### config.mk
export PLATFORM = sky130hd
export DESIGN_NAME = exe_alu_stage
export DESIGN_NICKNAME = d
export VERILOG_FILES = /design/src/rtl/arm_exe_pkg.sv /design/src/rtl/arm_alu.sv /design/src/rtl/exe_alu_stage.sv
export SDC_FILE = /design/constraint.sdc
export NUM_CORES = 1
export LEC_CHECK = 0
export CAP_MARGIN = 20
export CELL_PAD_IN_SITES_DETAIL_PLACEMENT = 1
export CELL_PAD_IN_SITES_GLOBAL_PLACEMENT = 1
export CORE_AREA = 2 2 152 183
export DETAILED_ROUTE_END_ITERATION = 6
export DIE_AREA = 0 0 154 185
export PLACE_DENSITY_LB_ADDON = 0.1
export SLEW_MARGIN = 20
export SYNTH_ARGS = -nofsm -noshare
export SYNTH_HDL_FRONTEND = slang
export SYNTH_SLANG_ARGS = --single-unit
### constraint.sdc
create_clock -name clk -period 7.87 [get_ports clk]
set_input_delay 1.574 -clock clk [delete_from_list [all_inputs] [get_ports clk]]
set_output_delay 1.574 -clock clk [all_outputs]
set_load 0.005 [all_outputs]
### src/rtl/arm_exe_pkg.sv
// Shared constants for the ARM EXE stage.
// Opcode encodings, NZCV bit positions and default width.
package arm_exe_pkg;

  localparam int DW_DEF = 32;

  localparam logic [3:0] EXE_MOV = 4'b0001;
  localparam logic [3:0] EXE_ADD = 4'b0010;
  localparam logic [3:0] EXE_ADC = 4'b0011;
  localparam logic [3:0] EXE_SUB = 4'b0100;
  localparam logic [3:0] EXE_SBC = 4'b0101;
  localparam logic [3:0] EXE_AND = 4'b0110;
  localparam logic [3:0] EXE_ORR = 4'b0111;
  localparam logic [3:0] EXE_EOR = 4'b1000;
  localparam logic [3:0] EXE_MVN = 4'b1001;

  localparam int FLAG_N = 3;
  localparam int FLAG_Z = 2;
  localparam int FLAG_C = 1;
  localparam int FLAG_V = 0;

endpackage

### src/rtl/arm_alu.sv
// Combinational ARM data-processing ALU.
// Arithmetic runs at DW+1 bits; the top bit is the carry.
module arm_alu
  import arm_exe_pkg::*;
#(
  parameter int DW = DW_DEF
) (
  input  logic [DW-1:0] a,
  input  logic [DW-1:0] b,
  input  logic          cin,
  input  logic [3:0]    exe_cmd,
  output logic [DW-1:0] result,
  output logic          n,
  output logic          z,
  output logic          c,
  output logic          v,
  output logic          cv_valid
);

  logic [DW:0] ea;
  logic [DW:0] eb;
  logic [DW:0] enb;
  logic [DW:0] ecin;
  logic [DW:0] one;
  logic [DW:0] sum;
  logic        sub_op;

  assign ea   = {1'b0, a};
  assign eb   = {1'b0, b};
  assign enb  = {1'b0, ~b};
  assign ecin = {{DW{1'b0}}, cin};
  assign one  = {{DW{1'b0}}, 1'b1};

  always_comb begin
    sum      = '0;
    result   = '0;
    cv_valid = 1'b0;
    sub_op   = 1'b0;
    case (exe_cmd)
      EXE_MOV: result = b;
      EXE_MVN: result = ~b;
      EXE_AND: result = a & b;
      EXE_ORR: result = a | b;
      EXE_EOR: result = a ^ b;
      EXE_ADD: begin
        sum      = ea + eb;
        cv_valid = 1'b1;
      end
      EXE_ADC: begin
        sum      = ea + eb + ecin;
        cv_valid = 1'b1;
      end
      EXE_SUB: begin
        sum      = ea + enb + one;
        cv_valid = 1'b1;
        sub_op   = 1'b1;
      end
      EXE_SBC: begin
        sum      = ea + enb + ecin;
        cv_valid = 1'b1;
        sub_op   = 1'b1;
      end
      default: result = '0;
    endcase
    if (cv_valid) result = sum[DW-1:0];
  end

  assign n = result[DW-1];
  assign z = (result == '0);
  assign c = sum[DW];

  // Overflow: operand signs (b inverted for subtract) agree, result differs
  always_comb begin
    if (sub_op)
      v = (a[DW-1] != b[DW-1]) && (result[DW-1] != a[DW-1]);
    else
      v = (a[DW-1] == b[DW-1]) && (result[DW-1] != a[DW-1]);
  end

endmodule

### src/rtl/exe_alu_stage.sv
// EXE stage: ALU, NZCV status register and EXE/MEM registers.
// Priority per edge is rst > freeze > flush > load.
module exe_alu_stage
  import arm_exe_pkg::*;
#(
  parameter int DW = DW_DEF,
  parameter int RW = 4
) (
  input  logic          clk,
  input  logic          rst,
  input  logic          freeze,
  input  logic          flush,
  input  logic          in_valid,
  input  logic [3:0]    exe_cmd,
  input  logic          s_bit,
  input  logic          wb_en_in,
  input  logic          mem_r_en_in,
  input  logic          mem_w_en_in,
  input  logic [RW-1:0] dest_in,
  input  logic [DW-1:0] val_1,
  input  logic [DW-1:0] val_2,
  input  logic [DW-1:0] st_val_in,
  output logic          out_valid,
  output logic [DW-1:0] alu_result,
  output logic [DW-1:0] st_val,
  output logic [RW-1:0] dest,
  output logic          wb_en,
  output logic          mem_r_en,
  output logic          mem_w_en,
  output logic [3:0]    status
);

  logic [DW-1:0] result;
  logic          n;
  logic          z;
  logic          c;
  logic          v;
  logic          cv_valid;
  logic          load;
  logic          upd;

  arm_alu #(.DW(DW)) u_alu (
    .a        (val_1),
    .b        (val_2),
    .cin      (status[FLAG_C]),
    .exe_cmd  (exe_cmd),
    .result   (result),
    .n        (n),
    .z        (z),
    .c        (c),
    .v        (v),
    .cv_valid (cv_valid)
  );

  assign load = !freeze && !flush;
  assign upd  = load && in_valid && s_bit;

  always_ff @(posedge clk or posedge rst) begin
    if (rst) begin
      out_valid  <= 1'b0;
      alu_result <= '0;
      st_val     <= '0;
      dest       <= '0;
      wb_en      <= 1'b0;
      mem_r_en   <= 1'b0;
      mem_w_en   <= 1'b0;
    end else if (freeze) begin
      out_valid  <= out_valid;
    end else if (flush) begin
      out_valid  <= 1'b0;
      alu_result <= '0;
      st_val     <= '0;
      dest       <= '0;
      wb_en      <= 1'b0;
      mem_r_en   <= 1'b0;
      mem_w_en   <= 1'b0;
    end else begin
      out_valid  <= in_valid;
      alu_result <= result;
      st_val     <= st_val_in;
      dest       <= dest_in;
      wb_en      <= in_valid && wb_en_in;
      mem_r_en   <= in_valid && mem_r_en_in;
      mem_w_en   <= in_valid && mem_w_en_in;
    end
  end

  // C and V only move for arithmetic ops
  always_ff @(posedge clk or posedge rst) begin
    if (rst) begin
      status <= '0;
    end else if (upd) begin
      status[FLAG_N] <= n;
      status[FLAG_Z] <= z;
      if (cv_valid) begin
        status[FLAG_C] <= c;
        status[FLAG_V] <= v;
      end
    end
  end

endmodule

### After elaboration in Yosys (flattened, before gate mapping)

Cells that the tools add are included.

* flip-flop bits (word level): 76
* input port bits: 113
* word-level logic and storage cells: 57
* output and inout port bits: 76

* add/subtract/negate cells: 5
* eq/ne operators: 12
* reductions and logical operators: 14
* multiplexer cells: 13
* bitwise operators: 4

Operator list (count)
* 32-bit case mux with 5 select lines: 1
* 33-bit case mux with 4 select lines: 1
* 32-bit two-way mux: 3
* 32-bit by 32-bit adder with 33-bit output: 2
* 33-bit by 1-bit adder with 33-bit output: 2
* 33-bit by 1-bit adder with 33-bit output (second input constant): 1
* 32-bit AND: 1
* 32-bit logical NOT: 1
* 32-bit inverter: 1
* 32-bit bitwise OR: 1
* 32-bit XOR: 1
* 4-bit by 3-bit equality test with 1-bit output (second input constant): 4
* 4-bit by 2-bit equality test with 1-bit output (second input constant): 2
* 4-bit equality test (second input constant): 2
* 1-bit logical AND: 8
* 1-bit two-way mux: 7
* 4-bit by 1-bit equality test with 1-bit output (second input constant): 1
* 4-bit two-way mux: 1
* 4-bit OR reduction: 1
* 1-bit logical NOT: 2
* 1-bit != test: 2
* 2-bit AND reduction: 1
* 2-bit OR reduction: 1
* 1-bit equality test: 1

### Longest topological paths before layout

* word-level depth: 8
* gate-level depth with buffers: 23

### Modules after synthesis

Synthesis repeated with hierarchy kept, for this count alone.

* cells, all modules: 1541
* area, all modules: 11680.0 um^2

Modules (own cells, without submodules)
* arm_alu: instances 1, area each 8982.4 um^2, cells each 1367
* exe_alu_stage: instances 1, area each 2697.6 um^2, cells each 174

### Least setup slack after synthesis

Ideal clock, no wire load.

* path kind: input to register
* from: input port exe_cmd[1]
* to: register status[2]
* setup slack: 1776 ps
* required time: 7767 ps
* stages: 23
* arrival: 5990 ps
* library setup time: 103 ps
* cell sequence: buf_2 nand4bb_1 clkbuf_1 clkbuf_1 clkbuf_1 clkbuf_1 clkbuf_1 xnor2_1 ha_1 ha_1 nand2_1 o21ai_0 a21oi_1 o21a_1 o21ai_0 or4_1 nor3_1 nand4_1 nor4_1 nand4_1 nor4bb_1 nand4b_1 o41ai_2

* word-level cells in the longest chain between the ends: 5

Ends and longest elaborated chain
* start, declared: line exe_alu_stage.sv:14 `input logic [3:0] exe_cmd,`
* 4-bit by 2-bit equality test with 1-bit output / 4-bit by 3-bit equality test with 1-bit output (equally long branches): line arm_alu.sv:39 `case (exe_cmd)`
* 4-bit OR reduction (no source line)
* 1-bit two-way mux: line arm_alu.sv:39
* 32-bit two-way mux *: line arm_alu.sv:65 `if (cv_valid) result = sum[DW-1:0];`
* 32-bit logical NOT *: line arm_alu.sv:69 `assign z = (result == '0);`
* end signal, assigned by index: line exe_alu_stage.sv:93 `status[FLAG_N] <= n;`
* end signal, assigned by index: line exe_alu_stage.sv:94 `status[FLAG_Z] <= z;`
* end signal, assigned by index: line exe_alu_stage.sv:97 `status[FLAG_V] <= v;`
* end, declared: line exe_alu_stage.sv:30 `output logic [3:0] status`

Every way passes the cells marked *; elsewhere a longest branch is shown, timed or not.
A chain may end at the register's enable or synchronous reset.

### Worst setup path after layout

* from: input port val_2[6]
* to: register status[0]

* word-level cells in the longest chain between the ends: 8

Ends and longest elaborated chain
* start, declared: line exe_alu_stage.sv:21 `input logic [DW-1:0] val_2,`
* 32-bit inverter: line arm_alu.sv:30 `assign enb = {1'b0, ~b};`
* 32-bit by 32-bit adder with 33-bit output: line arm_alu.sv:54, arm_alu.sv:59
* 33-bit by 1-bit adder with 33-bit output, on equally long branches: line arm_alu.sv:59, arm_alu.sv:54
* 33-bit case mux with 4 select lines *: line arm_alu.sv:39
* 32-bit two-way mux *: line arm_alu.sv:65
* 1-bit != test *: line arm_alu.sv:75, arm_alu.sv:77
* 1-bit logical AND, on equally long branches: line arm_alu.sv:77, arm_alu.sv:75
* 1-bit two-way mux *: line arm_alu.sv:74 `if (sub_op)`

Marks and branches as above.

==> results by group <==
Timing
  – Tightest Pin Transition: 0.973 ns
  – Worst Skew: 0.00288 ns
  – Setup TNS Final: 0 ns
  – Period minus WS final: 6.95 ns
  – Final setup viols: 0
  – Final Hold Fails: 0
  – RSZ-0062 raised after global routing: false
  – Fin crit share: 0.883
  – Post-route setup slack: 0.919 ns
  – Slew margin rel.: 0.347
  – Fmax: 144 MHz
  – Max-slew violation count: 0

Setup path
  – Worst Path Required: 8.11 ns
  – Arr. time, crit path: 7.19 ns
  – Slowest Stage Delay on Critical Path: 0.69 ns
  – Critical Path Start Type: input port
  – CP top delay family: compound AO/OA/AOI/OAI gates
  – Reg2Reg Setup Slack: 4.03 ns
  – Crit path max fanout: 16
  – Critical Path End Type: flip-flop
  – Crit Path Class: in2reg
  – Slowest-stage cell, CP: o21ai_0
  – Crit-path cells: clkdlybuf4s50_1 -> inv_1 -> ha_1 -> a21o_1 -> and3_1 -> o41ai_2 -> a21oi_1 -> o21ai_0 -> xnor2_1 -> o21ai_0 -> or4_1 -> nor4_1 -> mux2_2 -> o211ai_4 -> xnor2_1 -> o31ai_1
  – Worst path buffer plus inverter count: 2

Clock tree
  – CTS clk-pin slew, worst paths: 0.06 ns
  – Post-CTS Hold Fix Bufs: 0
  – CTS tree: done
  – Maximum buffer depth of the clock tree: 2
  – Postcts setup bufs: 0
  – PostCTS Resize Cnt: 0
  – CTS buffer count: 9
  – H-tree Lvls: 3
  – CTS root buffer: clkbuf_16
  – Clk sinks: 76
  – Worst skew pair latency: 0.33 ns

Logic synthesis
  – Seq cells post-synth: 76
  – Ys flop type: dfrtp_1
  – Syn avg cell area: 7.68 um^2
  – Synthesized cell area: 11,600 um^2
  – Yosys warnings: 0
  – EDFF count, synth: 0
  – Post-synth cell types: 105
  – Asr flop ratio synth: 1.00
  – Syn_nets: 1,734
  – Post-synthesis sequential area ratio: 0.164
  – Cells after synthesis: 1,510

Status
  – Status: finished clean

GRT
  – Number of global-route vias before repair: 12,800
  – GRT Util Overall: 0.333
  – Global-route wire length before repair: 74,600 um
  – Largest net degree at the start of global routing: 79
  – Grt ovf: 0
  – Initial antenna violation count: 0

Drt
  – Detail Route Antenna Nets: 0
  – WL/cell: 24.5 um
  – DRC violations left: 0
  – DRT iter0 DRCs: 871
  – WL final: 48,400 um
  – DR pass1 iterations: 6
  – Via count: 12,600
  – Vias/cell: 6.39

Layout
  – Share of cells above drive strength 1: 0.0667
  – Filler cell count: 3,285
  – # diodes: 0
  – Final #Nets: 1,855
  – Register Area: 1900 um^2
  – Final Core Density: 0.521
  – Area delta synth->final: 20.5%
  – Multi-input gate area: 8900 um^2

Floorplanning
  – Core area: 26,800 um^2
  – Area of the die: 28,500 um^2
  – Site Rows: 66
  – Die Ht: 185 um
  – Num ports: 189
  – Die Wd: 154 um
  – Initial Util: 0.432

Power
  – Peak VDD IR: 105 uV
  – P per Cell Area: 139 nW/um^2
  – Leak pwr: 5.83 nW

Placement
  – # port buffers: 188
  – Post-DP HPWL: 37,300 um
  – RD Place Congestion: 0.976
  – Worst slack, placed: 0.783 ns

Min path
  – HP Class: reg2reg

Run
  – Max Cap Viol: 0
-- sequential cells by signal, summed over array words and instances, names as in the netlist --
signal / cells
mem_r_en: 1
mem_w_en: 1
st_val: 32
alu_result: 32
status: 4
out_valid: 1
dest: 4
wb_en: 1
-- cells in the mapped netlist, drive strengths merged, types with 16 or more instances --
library cell | count | share of area
a21o | 20 | 0.013
or3 | 16 | 0.0091
dfrtp | 76 | 0.16
a221oi | 23 | 0.019
o21ai | 112 | 0.049
xnor2 | 75 | 0.057
a211oi | 19 | 0.013
clkbuf | 60 | 0.019
o211ai | 25 | 0.018
inv | 104 | 0.034
nand4 | 29 | 0.017
nor4 | 26 | 0.018
ha | 109 | 0.12
nor2 | 115 | 0.037
a21oi | 105 | 0.046
a22o | 56 | 0.042
nand3 | 27 | 0.012
buf | 38 | 0.018
nor2b | 17 | 0.0092
nand2 | 89 | 0.029
nor3 | 54 | 0.026
xor2 | 57 | 0.043
-- path summary, 6_finish.rpt --
kind / endpoint / cells past startpoint / start
worst max-delay path: status[0] / 16 / val_2[6]
worst min-delay path: status[0] / 2 / status[0]
worst max register to register: status[2] / 15 / status[1]
worst min register to register: status[0] / 2 / status[0]
max in group asynchronous: alu_result[27] / 3 / rst
min in group asynchronous: st_val[11] / 3 / rst
-- metrics by stage --
step	hold WS [ns]	cell area, um^2	total power, W	instances
2_1_floorplan	0.470	11600	0.00109	1510
3_3_place_gp	0.466	13600	0.00143	1960
3_5_place_dp	0.468	13600	0.00145	1960
4_1_cts	0.486	14000	0.00193	1975
5_1_grt	0.515	14000	0.00205	1975
6_report	0.485	14000	0.00194	1975
-- layout by cell type, fill, tap and decap left out, types with 8 or more instances in the layout --
cell type and count:
a22oi_1 14, nand2_1 89, nor2_1 113, o211ai_1 23, o21a_1 14, dfrtp_1 76, o221ai_1 9, clkdlybuf4s50_1 186
or2_2 12, a221oi_1 20, a31oi_1 14, or4_1 11, buf_4 20, a222oi_1 8, nor3_1 49, a22o_1 56
a211oi_1 18, xor2_1 57, o21bai_1 9, mux2i_1 14, nor2b_1 17, nand2b_1 9, a21oi_1 103, nand4_1 27
or3_1 15, xnor2_1 74, a21o_1 20, nand3_1 27, ha_1 109, clkbuf_16 9, o21ai_0 104, inv_1 97
nor4_1 22, o31ai_1 11
-- cell families after synthesis --
kind of cell             count (synthesis)  synth area share
AO/OA/AOI/OAI                          520             0.321
AND/OR/NAND/NOR                        450             0.205
buffers and inverters                  202            0.0707
XOR/XNOR                               132             0.100
adder cells (fa/ha/maj)                111             0.121
flip-flops                              76             0.164
multiplexers                            19            0.0169
-- tightest hold or removal path: stages (launching register included) --
cell     delay [ns]
dfrtp_1        0.34
nand2_1        0.05
o31ai_1        0.06
-- power by group --
part	switching [W]	leakage (nW)	internal [W]	total, W
Combinational	0.000611	4.65	0.000404	0.00102
Sequential	0.0000239	1.01	0.000426	0.000449
Clock	0.000167	0.166	0.000309	0.000476
-- per-layer routing --
layer | wire length (um) | part of all wire | global-route usage
met4 | 2200 | 0.045 | 0.142
met1 | 20300 | 0.42 | 0.410
met3 | 2070 | 0.043 | 0.0379
met2 | 23800 | 0.49 | 0.590
met5 | 0 | 0 | 0
-- layout make-up --
type                            instances  share of cell area
Multi-Input combinational cell       1232               0.637
Timing Repair Buffer                  208               0.145
Sequential cell                        76               0.136
Tap cell                              340              0.0304
Inverter                              104              0.0279
Clock buffer                            9              0.0161
Clock inverter                          6             0.00806
Power figures use the tool's default switching activity.
